===== src/rtl/audio_dac_serializer_pkg.sv =====
// audio_dac_serializer_pkg: shared state encoding and default sample width for the audio blocks.
// Exports: DEFAULT_WIDTH (bits per channel), state_t (ALIGN/LEFT/RIGHT frame tracking).
package audio_dac_serializer_pkg;
  localparam int DEFAULT_WIDTH = 16;
  typedef enum logic [1:0] {ALIGN, LEFT, RIGHT} state_t;
endpackage


===== src/rtl/audio_dac_serializer_if.sv =====
// audio_dac_serializer_if: stereo sample valid/ready handshake.
// Ports: sample_left/sample_right (pair), sample_valid (source holds pair), sample_ready (sink can take it).
interface audio_dac_serializer_if
  import audio_dac_serializer_pkg::*;
#(
  parameter int DATA_WIDTH = DEFAULT_WIDTH
);
  logic [DATA_WIDTH-1:0] sample_left;
  logic [DATA_WIDTH-1:0] sample_right;
  logic                  sample_valid;
  logic                  sample_ready;
  modport master(output sample_left, sample_right, sample_valid, input sample_ready);
  modport slave(input sample_left, sample_right, sample_valid, output sample_ready);
endinterface


===== src/rtl/audio_dac_serializer_edge_sync.sv =====
// audio_dac_serializer_edge_sync: 2-flop synchronizer plus edge-detect flop for a codec clock pin.
// Ports: i_clk, i_rst_n (async active-low), i_pin (asynchronous input),
//        o_level (synced level), o_rise/o_fall (one-cycle edge pulses).
module audio_dac_serializer_edge_sync (
  input  logic i_clk,
  input  logic i_rst_n,
  input  logic i_pin,
  output logic o_level,
  output logic o_rise,
  output logic o_fall
);
  logic [1:0] r_sync;
  logic       r_prev;
  always_ff @(posedge i_clk or negedge i_rst_n) begin
    if (!i_rst_n) begin
      r_sync <= '0;
      r_prev <= 1'b0;
    end else begin
      r_sync <= {r_sync[0], i_pin};
      r_prev <= r_sync[1];
    end
  end
  assign o_level = r_sync[1];
  assign o_rise  = r_sync[1] & ~r_prev;
  assign o_fall  = ~r_sync[1] & r_prev;
endmodule


===== src/rtl/audio_dac_serializer.sv =====
// audio_dac_serializer: shifts one stereo PCM pair per LRCK frame onto the WM8731 DAC pin in I2S format.
// Ports: i_clk, i_rst_n (async active-low), i_aud_bclk / i_aud_daclrck (codec-mastered clocks),
//        s_if (slave side of the sample handshake), o_aud_dacdat (registered serial data),
//        o_underrun (one-cycle pulse when a frame starts with nothing held).
module audio_dac_serializer
  import audio_dac_serializer_pkg::*;
#(
  parameter int DATA_WIDTH = DEFAULT_WIDTH
) (
  input  logic                   i_clk,
  input  logic                   i_rst_n,
  input  logic                   i_aud_bclk,
  input  logic                   i_aud_daclrck,
  audio_dac_serializer_if.slave  s_if,
  output logic                   o_aud_dacdat,
  output logic                   o_underrun
);
  localparam int CW = $clog2(DATA_WIDTH + 1);
  localparam logic [CW-1:0] LAST = CW'(DATA_WIDTH);
  state_t                r_state, w_state_nxt;
  logic                  w_frame_load, w_right_load, w_accept, w_more;
  logic                  w_bclk_level, w_bclk_rise, w_bclk_fall;
  logic                  w_lrck_level, w_lrck_rise, w_lrck_fall;
  logic                  w_unused;
  logic                  r_full, r_dacdat, r_underrun;
  logic [DATA_WIDTH-1:0] r_hold_l, r_hold_r, r_right_act, r_shift;
  logic [CW-1:0]         r_cnt;
  audio_dac_serializer_edge_sync u_bclk (
    .i_clk(i_clk), .i_rst_n(i_rst_n), .i_pin(i_aud_bclk),
    .o_level(w_bclk_level), .o_rise(w_bclk_rise), .o_fall(w_bclk_fall)
  );
  audio_dac_serializer_edge_sync u_lrck (
    .i_clk(i_clk), .i_rst_n(i_rst_n), .i_pin(i_aud_daclrck),
    .o_level(w_lrck_level), .o_rise(w_lrck_rise), .o_fall(w_lrck_fall)
  );
  assign w_unused = &{1'b0, w_bclk_level, w_bclk_rise, w_lrck_level};
  // An LRCK fall always starts a frame, even mid-LEFT; a rise only counts once aligned.
  always_comb begin
    w_frame_load = w_lrck_fall;
    w_right_load = w_lrck_rise && r_state != ALIGN;
    w_state_nxt  = w_frame_load ? LEFT : w_right_load ? RIGHT : r_state;
  end
  assign w_accept          = s_if.sample_valid & ~r_full;
  assign w_more            = r_cnt != LAST;
  assign s_if.sample_ready = ~r_full;
  assign o_aud_dacdat      = r_dacdat;
  assign o_underrun        = r_underrun;
  always_ff @(posedge i_clk or negedge i_rst_n) begin
    if (!i_rst_n) begin
      r_state     <= ALIGN;
      r_full      <= 1'b0;
      r_dacdat    <= 1'b0;
      r_underrun  <= 1'b0;
      r_hold_l    <= '0;
      r_hold_r    <= '0;
      r_right_act <= '0;
      r_shift     <= '0;
      r_cnt       <= '0;
    end else begin
      r_state    <= w_state_nxt;
      r_underrun <= w_frame_load & ~r_full;
      // accept implies the register was empty, so it never collides with the load clearing it
      r_full     <= w_accept | (r_full & ~w_frame_load);
      if (w_accept) begin
        r_hold_l <= s_if.sample_left;
        r_hold_r <= s_if.sample_right;
      end
      // The load cycle only arms the slot; a BCLK fall landing on it is deliberately skipped.
      if (w_frame_load) begin
        r_shift     <= r_full ? r_hold_l : '0;
        r_right_act <= r_full ? r_hold_r : '0;
        r_cnt       <= '0;
      end else if (w_right_load) begin
        r_shift <= r_right_act;
        r_cnt   <= '0;
      end else if (w_bclk_fall && r_state != ALIGN) begin
        r_dacdat <= w_more & r_shift[DATA_WIDTH-1];
        r_shift  <= r_shift << 1;
        r_cnt    <= r_cnt + {{(CW-1){1'b0}}, w_more};
      end
    end
  end
endmodule

===== src/flat_wrapper.sv =====
// flat-port wrapper written by rule: the top's interface ports become plain ports
module audio_dac_serializer_flat import audio_dac_serializer_pkg::*;
#(
  parameter int DATA_WIDTH = DEFAULT_WIDTH
)
  (i_clk, i_rst_n, i_aud_bclk, i_aud_daclrck, o_aud_dacdat, o_underrun, s_if_sample_left, s_if_sample_right, s_if_sample_valid, s_if_sample_ready);
  audio_dac_serializer_if #(.DATA_WIDTH(DATA_WIDTH)) s_if_i ();
  input  logic i_clk;
  input  logic i_rst_n;
  input  logic i_aud_bclk;
  input  logic i_aud_daclrck;
  output logic o_aud_dacdat;
  output logic o_underrun;
  input wire logic [$bits(s_if_i.sample_left)-1:0] s_if_sample_left;
  input wire logic [$bits(s_if_i.sample_right)-1:0] s_if_sample_right;
  input wire logic [$bits(s_if_i.sample_valid)-1:0] s_if_sample_valid;
  output wire logic [$bits(s_if_i.sample_ready)-1:0] s_if_sample_ready;
  assign s_if_i.sample_left = s_if_sample_left;
  assign s_if_i.sample_right = s_if_sample_right;
  assign s_if_i.sample_valid = s_if_sample_valid;
  assign s_if_sample_ready = s_if_i.sample_ready;
  audio_dac_serializer #(.DATA_WIDTH(DATA_WIDTH)) u_core (.i_clk(i_clk), .i_rst_n(i_rst_n), .i_aud_bclk(i_aud_bclk), .i_aud_daclrck(i_aud_daclrck), .s_if(s_if_i), .o_aud_dacdat(o_aud_dacdat), .o_underrun(o_underrun));
endmodule

===== config.mk =====
export PLATFORM = sky130hd
export DESIGN_NAME = audio_dac_serializer_flat
export DESIGN_NICKNAME = d
export VERILOG_FILES = /design/src/rtl/audio_dac_serializer_pkg.sv /design/src/rtl/audio_dac_serializer_if.sv /design/src/rtl/audio_dac_serializer_edge_sync.sv /design/src/rtl/audio_dac_serializer.sv /design/src/flat_wrapper.sv
export SDC_FILE = /design/constraint.sdc
export NUM_CORES = 1
export LEC_CHECK = 0
export CAP_MARGIN = 20
export CELL_PAD_IN_SITES_DETAIL_PLACEMENT = 0
export CELL_PAD_IN_SITES_GLOBAL_PLACEMENT = 2
export CORE_ASPECT_RATIO = 1.1
export CORE_UTILIZATION = 31
export DETAILED_ROUTE_END_ITERATION = 16
export PLACE_DENSITY_LB_ADDON = 0.25
export SYNTH_ARGS = -nofsm -noshare
export SYNTH_HDL_FRONTEND = slang
export SYNTH_SLANG_ARGS = --single-unit

===== constraint.sdc =====
create_clock -name i_clk -period 2 [get_ports i_clk]
set_input_delay 0.4 -clock i_clk [delete_from_list [all_inputs] [get_ports i_clk]]
set_output_delay 0.4 -clock i_clk [all_outputs]
set_load 0.01 [all_outputs]

==> metrics.cfg, run 1 <==
[timing]
fin_worst_skew_ns = 0.00664
post-route-period-util = 0.864
timing.final.ws_setup_ns = 0.272
worst_pin_slew_ns = 0.517
whs_ns = 0.350
clock.fmax_mhz = 579
rsz0062_at_grt = no
slew_headroom = 0.653
finalMaxSlewViolations = 0
hold_violations = 0
setup_viol = 0
fin_tns_setup_ns = 0
fin_crit_ns = 1.73

[yosys]
synth_compound_area_frac = 0.132
synth_top_family_by_area = simple AND/OR/NAND/NOR gates
synth-async-reset-ratio = 1.00
synthCells = 331
syn_area_sq_um = 3560
synth_seq_cells = 80
ys.flop_type = dfrtp_1
ys_seq_area_frac = 0.563
synth_edf_count = 0
syn_nets = 371
muxShareOfSynthArea = 0.101
synthSimpleGateAreaFrac = 0.135
synthAdderAreaFrac = 0.0134
synth_warnings = 0
ys_types = 31
synth-xor-area-share = 0.00739
avgSynthCellArea_sq_um = 10.7

[clock_tree]
root_buffer = clkbuf_16
clkTransAtPathRegs_ns = 0.06
clk_path_buf_depth = 2
htree_levels = 3
cts_setup_buffers = 0
cts_hold_buf = 1
cts_buffers = 9
numClockSinks = 80
clock_latency_ns = 0.33
cts_resized = 0
cts_tree = yes

[place]
dpl-instance-area_sq_um = 4150
pre_cts_ws_ns = 0.0571
port_buffers = 39
routabilityCongestion = 0.774
hpwl_microns = 5200

[finish]
drive_above_1_share = 0.188
num_antenna_cells = 0
fillers = 1080
fin_nets = 412
finalInstanceArea_sq_um = 4460
layout_commonest_cell = dfrtp_1
area_growth_pct = 25.5
layout_common_cells = dfrtp_1 (80), nand2_1 (52), clkdlybuf4s50_1 (38)

[route]
ant_nets = 0
routedWlPerCell_microns = 15.2
vias = 2558
remaining_drc_errors = 0
wl_microns = 7980
drt-pass1-iter-count = 5
drt_iter0_drc = 158
vias_per_cell = 4.88

[worst_setup_path]
worstPathArrival_ns = 1.33
critPathCaptureType = output port
cp_max_fo = 2
critPathLaunchType = flop
required_ns = 1.60
r2r_setup_slack_ns = 0.41
setup.worst_path.class = flop to output port

[floorplan]
start_util = 0.322
rows = 40
coreArea_sq_um = 11100
die_w_microns = 104
die_area_sq_um = 11900
die_y_microns = 114
io-pin-count = 40

[grt]
grt_max_degree = 39
track_usage = 0.148
grt_pass1_wl_microns = 13800
grt_pass1_vias = 2614
antenna_found_initial = 0
gr-total-overflow = 0

[power_and_ir_drop]
ir_worst_vdd_uv = 378
power_density_nw_per_um2 = 1130
p_leak_uw = 0.00188

[flow_run]
cap_violations = 0

[min_path]
hold_class = flop to flop

[run_status]
outcome = completed

## synthesized netlist by cell type (2+ instances only)
| cell | number | area [sq um] |
|---|---|---|
| nand2b_1 | 3 | 18.8 |
| mux2_2 | 32 | 360 |
| buf_6 | 4 | 45.0 |
| buf_2 | 9 | 45.0 |
| a21oi_1 | 18 | 90.1 |
| or2_1 | 2 | 12.5 |
| buf_4 | 3 | 22.5 |
| dfrtp_1 | 80 | 2000 |
| a222oi_1 | 15 | 150 |
| a21oi_2 | 2 | 17.5 |
| clkbuf_1 | 11 | 41.3 |
| o21ai_0 | 33 | 165 |
| nor2_1 | 7 | 26.3 |
| ha_1 | 3 | 37.5 |
| nand3_1 | 20 | 100 |
| nand2_1 | 52 | 195 |
| nor2b_1 | 3 | 18.8 |
| xor2_1 | 2 | 17.5 |
| inv_1 | 4 | 15.0 |
| nor3_1 | 17 | 85.1 |
## path summary, 6_finish.rpt
path / from / cells past startpoint / to
worst min register to register: u_core.u_bclk.r_sync[0]$_DFF_PN0_ / 0 / u_core.u_bclk.r_sync[1]$_DFF_PN0_
min in group asynchronous: i_rst_n / 2 / u_core.r_cnt[1]$_DFFE_PN0P_
worst max-delay path: u_core.r_full$_DFF_PN0_ / 2 / s_if_sample_ready
max in group asynchronous: i_rst_n / 3 / u_core.r_right_act[12]$_DFFE_PN0P_
worst max register to register: u_core.u_lrck.r_sync[1]$_DFF_PN0_ / 5 / u_core.o_aud_dacdat$_DFFE_PN0P_
worst min-delay path: u_core.u_bclk.r_sync[0]$_DFF_PN0_ / 0 / u_core.u_bclk.r_sync[1]$_DFF_PN0_
## layout make-up
type / count / area [sq um] / area share
flip-flops and latches: 80 / 2000 / 0.448
multi-input cells: 219 / 1390 / 0.311
repair buffers: 58 / 587 / 0.131
clock buffers: 10 / 229 / 0.0513
well taps: 147 / 184 / 0.0412
clock inverters: 6 / 60.1 / 0.0135
inverters: 4 / 15.0 / 0.00336
## registers in the layout, indices dropped and copies added (netlist names)
signal,flops
u_core.r_hold_r,16
u_core.o_aud_dacdat,1
u_core.r_cnt,5
u_core.r_right_act,16
u_core.r_state,2
u_core.u_lrck.r_sync,2
u_core.u_lrck.r_prev,1
u_core.o_underrun,1
u_core.r_full,1
u_core.r_hold_l,16
u_core.u_bclk.r_prev,1
u_core.r_shift,16
u_core.u_bclk.r_sync,2
## layer usage
layer	vias up	wire, microns	track usage
li1	1259	-	-
met3	6	342	0.0341
met2	64	3440	0.217
met1	1229	4100	0.212
met5	-	0	0
met4	0	93	0.0571
## report_power, final
part           switching, uW  internal, uW  total, uW
registers                290          2080       2370
logic                    497           576       1070
clock network            638           960       1600
## cell families after synthesis
| kind of cell | after synthesis |
|---|---|
| AOI/OAI and AO/OA | 73 |
| xor gates and xnor gates | 3 |
| adders and majority gates | 4 |
| buffers and inverters | 32 |
| DFF | 80 |
| muxes | 32 |
| and+or+nand+nor | 107 |
## through the flow
| stage | std cells | power (uW) | util |
|---|---|---|---|
| 3_3_place_gp | 506 | 3460 | 0.376 |
| 4_1_cts | 523 | 5120 | 0.403 |
| 2_1_floorplan | 331 | 3060 | - |
| 6_report | 524 | 5040 | 0.404 |
| 5_1_grt | 524 | 5380 | 0.404 |
| 3_5_place_dp | 506 | 3480 | 0.376 |
## worst max-delay path, stage by stage (launching register included)
cell and delay (ns):
dfrtp_1 0.37, inv_1 0.07, clkdlybuf4s50_1 0.56
Note: power is estimated with default switching activity, not from simulation.
==> run 2: changes to the inputs <==
--- a/config.mk
+++ b/config.mk
@@ -11,7 +11,7 @@
 export CORE_ASPECT_RATIO = 1.1
 export CORE_UTILIZATION = 31
 export DETAILED_ROUTE_END_ITERATION = 16
-export PLACE_DENSITY_LB_ADDON = 0.25
+export PLACE_DENSITY = 0.76
 export SYNTH_ARGS = -nofsm -noshare
 export SYNTH_HDL_FRONTEND = slang
 export SYNTH_SLANG_ARGS = --single-unit
==> metrics.cfg, run 2 (synthesis gave the netlist of run 1 again) <==
[place]
hpwl_microns = 5010
port_buffers = 39
dpl-instance-area_sq_um = 4100
place_inst = 502
pre_cts_ws_ns = 0.112
routabilityCongestion = 0.763

[clock_tree]
cts_hold_buf = 0
cts_buffers = 9
clk_path_buf_depth = 2
root_buffer = clkbuf_16
htree_levels = 3
clkTransAtPathRegs_ns = 0.06
cts_resized = 0
clock_latency_ns = 0.33
cts_tree = yes
numClockSinks = 80
cts_setup_buffers = 0

[floorplan]
start_util = 0.322
io-pin-count = 40
coreArea_sq_um = 11100
die_w_microns = 104
rows = 40
die_y_microns = 114
die_area_sq_um = 11900

[worst_setup_path]
slowest_delay_ns = 0.55
reg2reg_to = u_core.r_shift[5]$_DFFE_PN0P_
worstPathArrival_ns = 1.93
crit_path_start = u_core.u_lrck.r_prev$_DFF_PN0_
critPathLaunchType = flop
cp_max_fo = 16
crit_chain = buf_4 -> nand2b_1 -> a21oi_2 -> or2_1 -> a21oi_1
setup.worst_path.class = flop to flop
required_ns = 2.17
cp_slowest_cell = or2_1
reg2regPathDepth = 5
critPathCaptureType = flop
timing.rr.start = u_core.u_lrck.r_prev$_DFF_PN0_
r2r_setup_slack_ns = 0.24

[route]
vias_per_cell = 4.96
drt_iter0_drc = 247
routedWlPerCell_microns = 14.9
drt-pass1-iter-count = 7
vias = 2575
wl_microns = 7710
ant_nets = 0
remaining_drc_errors = 0

[finish]
fin_nets = 407
layout_commonest_cell = dfrtp_1
finalInstanceArea_sq_um = 4410
layout_common_cells = dfrtp_1 (80), nand2_1 (52), clkdlybuf4s50_1 (38)
area_growth_pct = 24.1
drive_above_1_share = 0.180
final_cells = 519
num_antenna_cells = 0

[timing]
timing.final.ws_setup_ns = 0.243
fin_worst_skew_ns = 0.00743
fin_tns_setup_ns = 0
slew_headroom = 0.561
fin_crit_ns = 1.76
post-route-period-util = 0.878
rsz0062_at_grt = no
worst_pin_slew_ns = 0.658
hold_violations = 0
clock.fmax_mhz = 569
finalMaxSlewViolations = 0
setup_viol = 0

[min_path]
hold_class = primary input to asynchronous set/reset pin

[flow_run]
cap_violations = 0

[power_and_ir_drop]
p_leak_uw = 0.00186
ir_worst_vdd_uv = 378
power_density_nw_per_um2 = 1150

[grt]
antenna_found_initial = 0
grt_pass1_vias = 2518
track_usage = 0.141
gr-total-overflow = 0
grt_max_degree = 51
grt_pass1_wl_microns = 13100

[run_status]
outcome = completed

-- run 2: worst max path at each step --
stage	cells after the start	endpoint	slack, ns
floorplan	7	u_core.r_shift[7]$_DFFE_PN0P_	0.53
finish	5	u_core.r_shift[5]$_DFFE_PN0P_	0.24
global placement	4	u_core.r_shift[7]$_DFFE_PN0P_	0.13
CTS	4	u_core.r_shift[5]$_DFFE_PN0P_	0.08
global route	5	u_core.o_aud_dacdat$_DFFE_PN0P_	0.11
detailed placement	4	u_core.r_shift[5]$_DFFE_PN0P_	0.11
-- run 2: per-stage QoR --
step | total power, uW | utilization | hold slack (ns)
3_3_place_gp | 3420 | 0.371 | 0.337
2_1_floorplan | 3060 | - | 0.104
4_1_cts | 5150 | 0.398 | 0.0641
5_1_grt | 5410 | 0.399 | 0.0769
6_report | 5080 | 0.399 | 0.0528
3_5_place_dp | 3450 | 0.371 | 0.337
-- run 2: report_power, final --
group | switching [uW] | internal, uW | total, uW
clock network | 626 | 1040 | 1660
logic | 490 | 551 | 1040
registers | 289 | 2080 | 2370
total | 1410 | 3670 | 5080
-- run 2: cell type report --
cell class	count	area, sq um
fillers	1084	6650
flip-flops and latches	80	2000
multi-input cells	219	1390
repair buffers	53	518
clock buffers	12	256
well taps	147	184
clock inverters	4	51.3
inverters	4	15.0
-- run 2: routing by layer --
layer  wire (microns)  global-route usage  vias up
met5                0                   0        -
met2             3300               0.208       80
met1             3850               0.202     1233
met3              438              0.0222        8
met4              127              0.0657        0
li1                 -                   -     1254
-- run 2: critical path: cells and delay by family (launching register included) --
kind,cells,cell delay [ns]
flops,1,0.37
compound gates,2,0.32
buf+inv,1,0.19
simple gates,2,0.72
